<file path="src/rtl/segscan_pkg.sv">
// Shared widths, segment constants and index type for the segment scan controller.
package segscan_pkg;

  localparam int SEG_W = 8;
  localparam int BCD_W = 4;
  localparam int IDX_W = 3;

  localparam logic [SEG_W-1:0] SEG_BLANK = 8'h00;
  localparam logic [SEG_W-1:0] SEG_ERR   = 8'h01;

  typedef logic [IDX_W-1:0] idx_t;

endpackage

</file>
<file path="src/rtl/segdriver.sv">
// Combinational BCD-to-7-segment decoder: seg = {a..g, dp}, active-high.
module segdriver
  import segscan_pkg::*;
(
  input  logic [BCD_W-1:0] bcd,
  input  logic             dot,
  output logic [SEG_W-1:0] seg
);

  // Non-BCD codes light only the decimal point so bad data is visible.
  always_comb begin
    seg = SEG_ERR;
    case (bcd)
      4'd0: seg = {7'b1111110, dot};
      4'd1: seg = {7'b0110000, dot};
      4'd2: seg = {7'b1101101, dot};
      4'd3: seg = {7'b1111001, dot};
      4'd4: seg = {7'b0110011, dot};
      4'd5: seg = {7'b1011011, dot};
      4'd6: seg = {7'b1011111, dot};
      4'd7: seg = {7'b1110000, dot};
      4'd8: seg = {7'b1111111, dot};
      4'd9: seg = {7'b1111011, dot};
      default: seg = SEG_ERR;
    endcase
  end

endmodule

</file>
<file path="src/rtl/segscan_ctrl.sv">
// Time-multiplexed NDIG-digit 7-segment scan controller with a frame-synchronous double buffer.
// Optional leading-zero blanking is enabled by defining SEGSCAN_LZB_EN.
module segscan_ctrl
  import segscan_pkg::*;
#(
  parameter int NDIG     = 4,
  parameter int PRESCALE = 50000,
  parameter int BLANK    = 16
) (
  input  logic                  clk,
  input  logic                  rst,
  input  logic                  load,
  input  logic [BCD_W*NDIG-1:0] bcd_in,
  input  logic [NDIG-1:0]       dots_in,
  output logic [SEG_W-1:0]      seg_out,
  output logic [NDIG-1:0]       dig_en,
  output logic                  frame_done
);

  localparam int PW = (PRESCALE > 1) ? $clog2(PRESCALE) : 1;

  logic [PW-1:0]         presc;
  idx_t                  idx;
  logic [BCD_W*NDIG-1:0] shadow_bcd, active_bcd, next_bcd;
  logic [NDIG-1:0]       shadow_dots, active_dots, next_dots;
  logic                  pending;
  logic                  boundary;
  logic [BCD_W-1:0]      cur_bcd;
  logic                  cur_dot;
  logic [SEG_W-1:0]      dec_seg, seg_next;

  assign boundary  = (presc == PW'(PRESCALE - 1)) && (idx == idx_t'(NDIG - 1));
  assign next_bcd  = load ? bcd_in  : shadow_bcd;
  assign next_dots = load ? dots_in : shadow_dots;
  assign cur_bcd   = active_bcd[BCD_W*int'(idx) +: BCD_W];
  assign cur_dot   = active_dots[idx];

  segdriver u_driver (
    .bcd (cur_bcd),
    .dot (cur_dot),
    .seg (dec_seg)
  );

`ifdef SEGSCAN_LZB_EN
  logic [NDIG-1:0] active_blank;

  // Digits above the highest non-zero digit are dark; digit 0 always shows.
  function automatic logic [NDIG-1:0] lzb_mask(input logic [BCD_W*NDIG-1:0] bcd);
    logic seen;
    seen     = 1'b0;
    lzb_mask = '0;
    for (int i = NDIG - 1; i >= 1; i--) begin
      if (bcd[BCD_W*i +: BCD_W] != '0) seen = 1'b1;
      lzb_mask[i] = ~seen;
    end
  endfunction

  assign seg_next = active_blank[idx] ? {7'b0, cur_dot} : dec_seg;
`else
  assign seg_next = dec_seg;
`endif

  // Active buffer only changes at the frame boundary so a frame never tears.
  always_ff @(posedge clk) begin
    if (rst) begin
      presc       <= '0;
      idx         <= '0;
      shadow_bcd  <= '0;
      shadow_dots <= '0;
      active_bcd  <= '0;
      active_dots <= '0;
      pending     <= 1'b0;
      seg_out     <= SEG_BLANK;
      dig_en      <= '0;
      frame_done  <= 1'b0;
`ifdef SEGSCAN_LZB_EN
      active_blank <= lzb_mask('0);
`endif
    end else begin
      frame_done <= boundary;

      if (presc == PW'(PRESCALE - 1)) begin
        presc <= '0;
        idx   <= (idx == idx_t'(NDIG - 1)) ? '0 : idx + 1'b1;
      end else begin
        presc <= presc + 1'b1;
      end

      if (load) begin
        shadow_bcd  <= bcd_in;
        shadow_dots <= dots_in;
      end

      if (boundary) pending <= 1'b0;
      else if (load) pending <= 1'b1;

      if (boundary && (pending || load)) begin
        active_bcd  <= next_bcd;
        active_dots <= next_dots;
`ifdef SEGSCAN_LZB_EN
        active_blank <= lzb_mask(next_bcd);
`endif
      end

      if (int'(presc) < BLANK) begin
        seg_out <= SEG_BLANK;
        dig_en  <= '0;
      end else begin
        seg_out <= seg_next;
        dig_en  <= NDIG'(1) << idx;
      end
    end
  end

endmodule

</file>
<file path="config.mk">
export PLATFORM = sky130hd
export DESIGN_NAME = segscan_ctrl
export DESIGN_NICKNAME = d
export VERILOG_FILES = /design/src/rtl/segscan_pkg.sv /design/src/rtl/segdriver.sv /design/src/rtl/segscan_ctrl.sv
export SDC_FILE = /design/constraint.sdc
export NUM_CORES = 1
export LEC_CHECK = 0
export CAP_MARGIN = 20
export CORE_MARGIN = 4
export CORE_UTILIZATION = 60
export DETAILED_ROUTE_END_ITERATION = 8
export HOLD_SLACK_MARGIN = 0.08
export PLACE_DENSITY_LB_ADDON = 0.12
export SYNTH_ARGS = -nofsm -noshare
export SYNTH_HDL_FRONTEND = slang
export SYNTH_SLANG_ARGS = --single-unit
</file>
<file path="constraint.sdc">
create_clock -name clk -period 3.8 [get_ports clk]
set_clock_uncertainty 0.2 [all_clocks]
set_input_delay 0.76 -clock clk [delete_from_list [all_inputs] [get_ports clk]]
set_output_delay 0.76 -clock clk [all_outputs]
set_load 0.02 [all_outputs]
</file>
==> impl_results.md <==
* Status: finished, final reports clean
* Routed vias at 2571
* Clock Latency Late Sink at 340 ps
* Ports at 36
* Synthesized cell area at 3194 um^2
* Worst rel slew slack at 0.4573
* Number of synthesized flops with an enable pin at 0
* First-pass GRT wire length at 11390 um
* RSZ-0062 raised after global routing: false
* Initial Util at 0.6215
* Die W at 80.97 um
* Core area at 5140 um^2
* Share of cells above drive strength 1 at 0.1306
* Final Cycle Share at 0.6774
* Main area contributors after synthesis: dfxtp_1 (46%), o31ai_1 (5.9%), a21oi_1 (5.0%)
* Total negative slack at 0 ps
* Synth Net Count at 355
* Share of the synthesized area in the top cell type at 0.4575
* Final Max Slew Viols at 0
* Cell count after synthesis at 330
* Final wirelength at 6668 um
* Die Ht at 80.97 um
* GRT Resource Usage Total at 0.2249
* Crit. End Element: flop
* TritonCTS clock tree: done
* GP Congestion at 0.8269
* I/O Buffers at 35
* Synth Register Bits at 73
* Internal reg-to-reg setup slack at 1230 ps
* Reg clk slew, reported paths at 70 ps
* Register area share after synthesis at 0.4575
* Measured slew at the worst slew-check pin at 814.0 ps
* Synth warn at 0
* Fill cell count at 424
* H-tree Lvls at 3
* Syn avg cell area at 9.680 um^2
* Die area at 6555 um^2
* Post-Layout Cell Count at 430
* Fmax at 388.5 MHz
* Power per cell area at 400.4 nW/um^2
* Post-CTS Setup Bufs at 0
* Total of max-cap violations at 0
* Placed Cells at 415
* Hold Violations, Final at 0
* DRC Markers at 0
* Detailed Place HPWL at 4492 um
* Vias in the first global route at 2467
* Most used DFF post-synth: dfxtp_1
* Num CTS Buffers at 9
* Hold crit path type: reg2reg
* # diodes at 0
* Crit Path Max Fanout at 13
* Initial DRC Count at 201
* Leakage at 1.294 nW
* Antenna viol nets, final at 0
* Setup crit start kind: flop
* VDD IR max at 0.3285 mV
* Critical path class: reg2reg
* Largest net degree at the start of global routing at 48
* Area Overhead vs Synth at 18.21%
* Leading area contributor after synthesis: dfxtp_1
* Final setup viols at 0
* Synth unique cells at 43
* Post_cts resized at 0
* Most frequent cells after synthesis: dfxtp_1 (73), a21oi_1 (32), nor2_1 (27)
* Post-layout min period at 2574 ps
* CTS sink cnt at 73
* Most common cell in the netlist: dfxtp_1
* Hold Buf Count CTS at 0
* DR vias/cell at 5.979
* Critical Path RT at 3800 ps
* Ys async rst share at 0
* Row count at 26
* Initial antenna violation count at 0
* NumNets Final at 381
* CTS max path bufs at 2
* Root Driver: clkbuf_8
* CP arrival at 2580 ps
* Core Util, Final at 0.7347
* GRT overflow at 0
* Drt pass-1 iters at 4
* DR WL/cell at 15.51 um
-- layout by cell type (no fill, tap or decap), types with 11 or more instances in the layout --
cell type / count
a21oi_1: 32
nor2_1: 27
o31ai_1: 25
mux2i_1: 12
clkdlybuf4s50_1: 35
nor2b_1: 12
mux2_2: 11
nand4_1: 15
dfxtp_1: 73
-- path summary, 6_finish.rpt --
kind / from / end / cells past startpoint
max: idx[0]$_SDFFE_PP0N_ / active_dots[3]$_SDFFE_PP0P_ / 6
min: presc[0]$_SDFF_PP0_ / presc[0]$_SDFF_PP0_ / 1
min reg2reg: presc[0]$_SDFF_PP0_ / presc[0]$_SDFF_PP0_ / 1
max reg2reg: idx[0]$_SDFFE_PP0N_ / active_dots[3]$_SDFFE_PP0P_ / 6
-- state kept, by name, summed over array words and instances (netlist names) --
register and cells:
active_bcd 16, active_dots 4, dig_en 4, frame_done 1, idx 3, pending 1, presc 16, seg_out 8
shadow_bcd 16, shadow_dots 4
-- final cells by class --
class	count	area, um^2	share of cell area
clock buffers	12	145.1	0.03844
clock inverters	3	65.06	0.01723
inverters	6	22.52	0.005964
multi-input cells	224	1592	0.4215
flip-flops and latches	73	1461	0.3870
well taps	70	87.58	0.02319
repair buffers	42	402.9	0.1067
-- kinds of logic (layout without fill, tap and decap cells) --
| logic type | after synthesis | count (layout) | share of synthesized area |
|---|---|---|---|
| flip-flops | 73 | 73 | 0.4575 |
| multiplexers | 28 | 28 | 0.1116 |
| AO/OA/AOI/OAI | 72 | 72 | 0.1461 |
| XOR/XNOR | 9 | 9 | 0.02468 |
| adder cells (fa/ha/maj) | 2 | 2 | 0.007833 |
| buffers and inverters | 33 | 63 | 0.04426 |
| AND/OR/NAND/NOR | 113 | 113 | 0.2080 |
-- worst max-delay path, cell delays in order (launching register included) --
cell and delay (ps):
dfxtp_1 660, ha_1 280, nor2b_1 270, o21ai_1 330, buf_4 300, o31ai_1 280
a21oi_1 120
-- power breakdown --
| part | switching [mW] | internal (mW) |
|---|---|---|
| Combinational | 0.0311 | 0.0442 |
| Sequential | 0.00509 | 0.781 |
| Clock | 0.267 | 0.384 |
-- metrics by stage --
stage	setup WS [ps]	cell area [um^2]	power [mW]	hold slack (ps)
final	1226	3776	1.512	245.4
after global placement	1214	3566	0.8773	226.2
after floorplan	1826	3194	0.8460	213.2
after CTS	1198	3776	1.523	250.1
after detailed placement	1171	3566	0.8791	239.7
after global routing	1082	3776	1.570	268.8
-- metal layers --
layer  up-vias  wire length (um)  global-route usage
li1       1271                 -                   -
met2        53              3304              0.3678
met1      1232              2942              0.2854
met4         0               179              0.1115
met5         -                 0                   0
met3        15               241             0.03991
(Power assumes the default switching activity.)
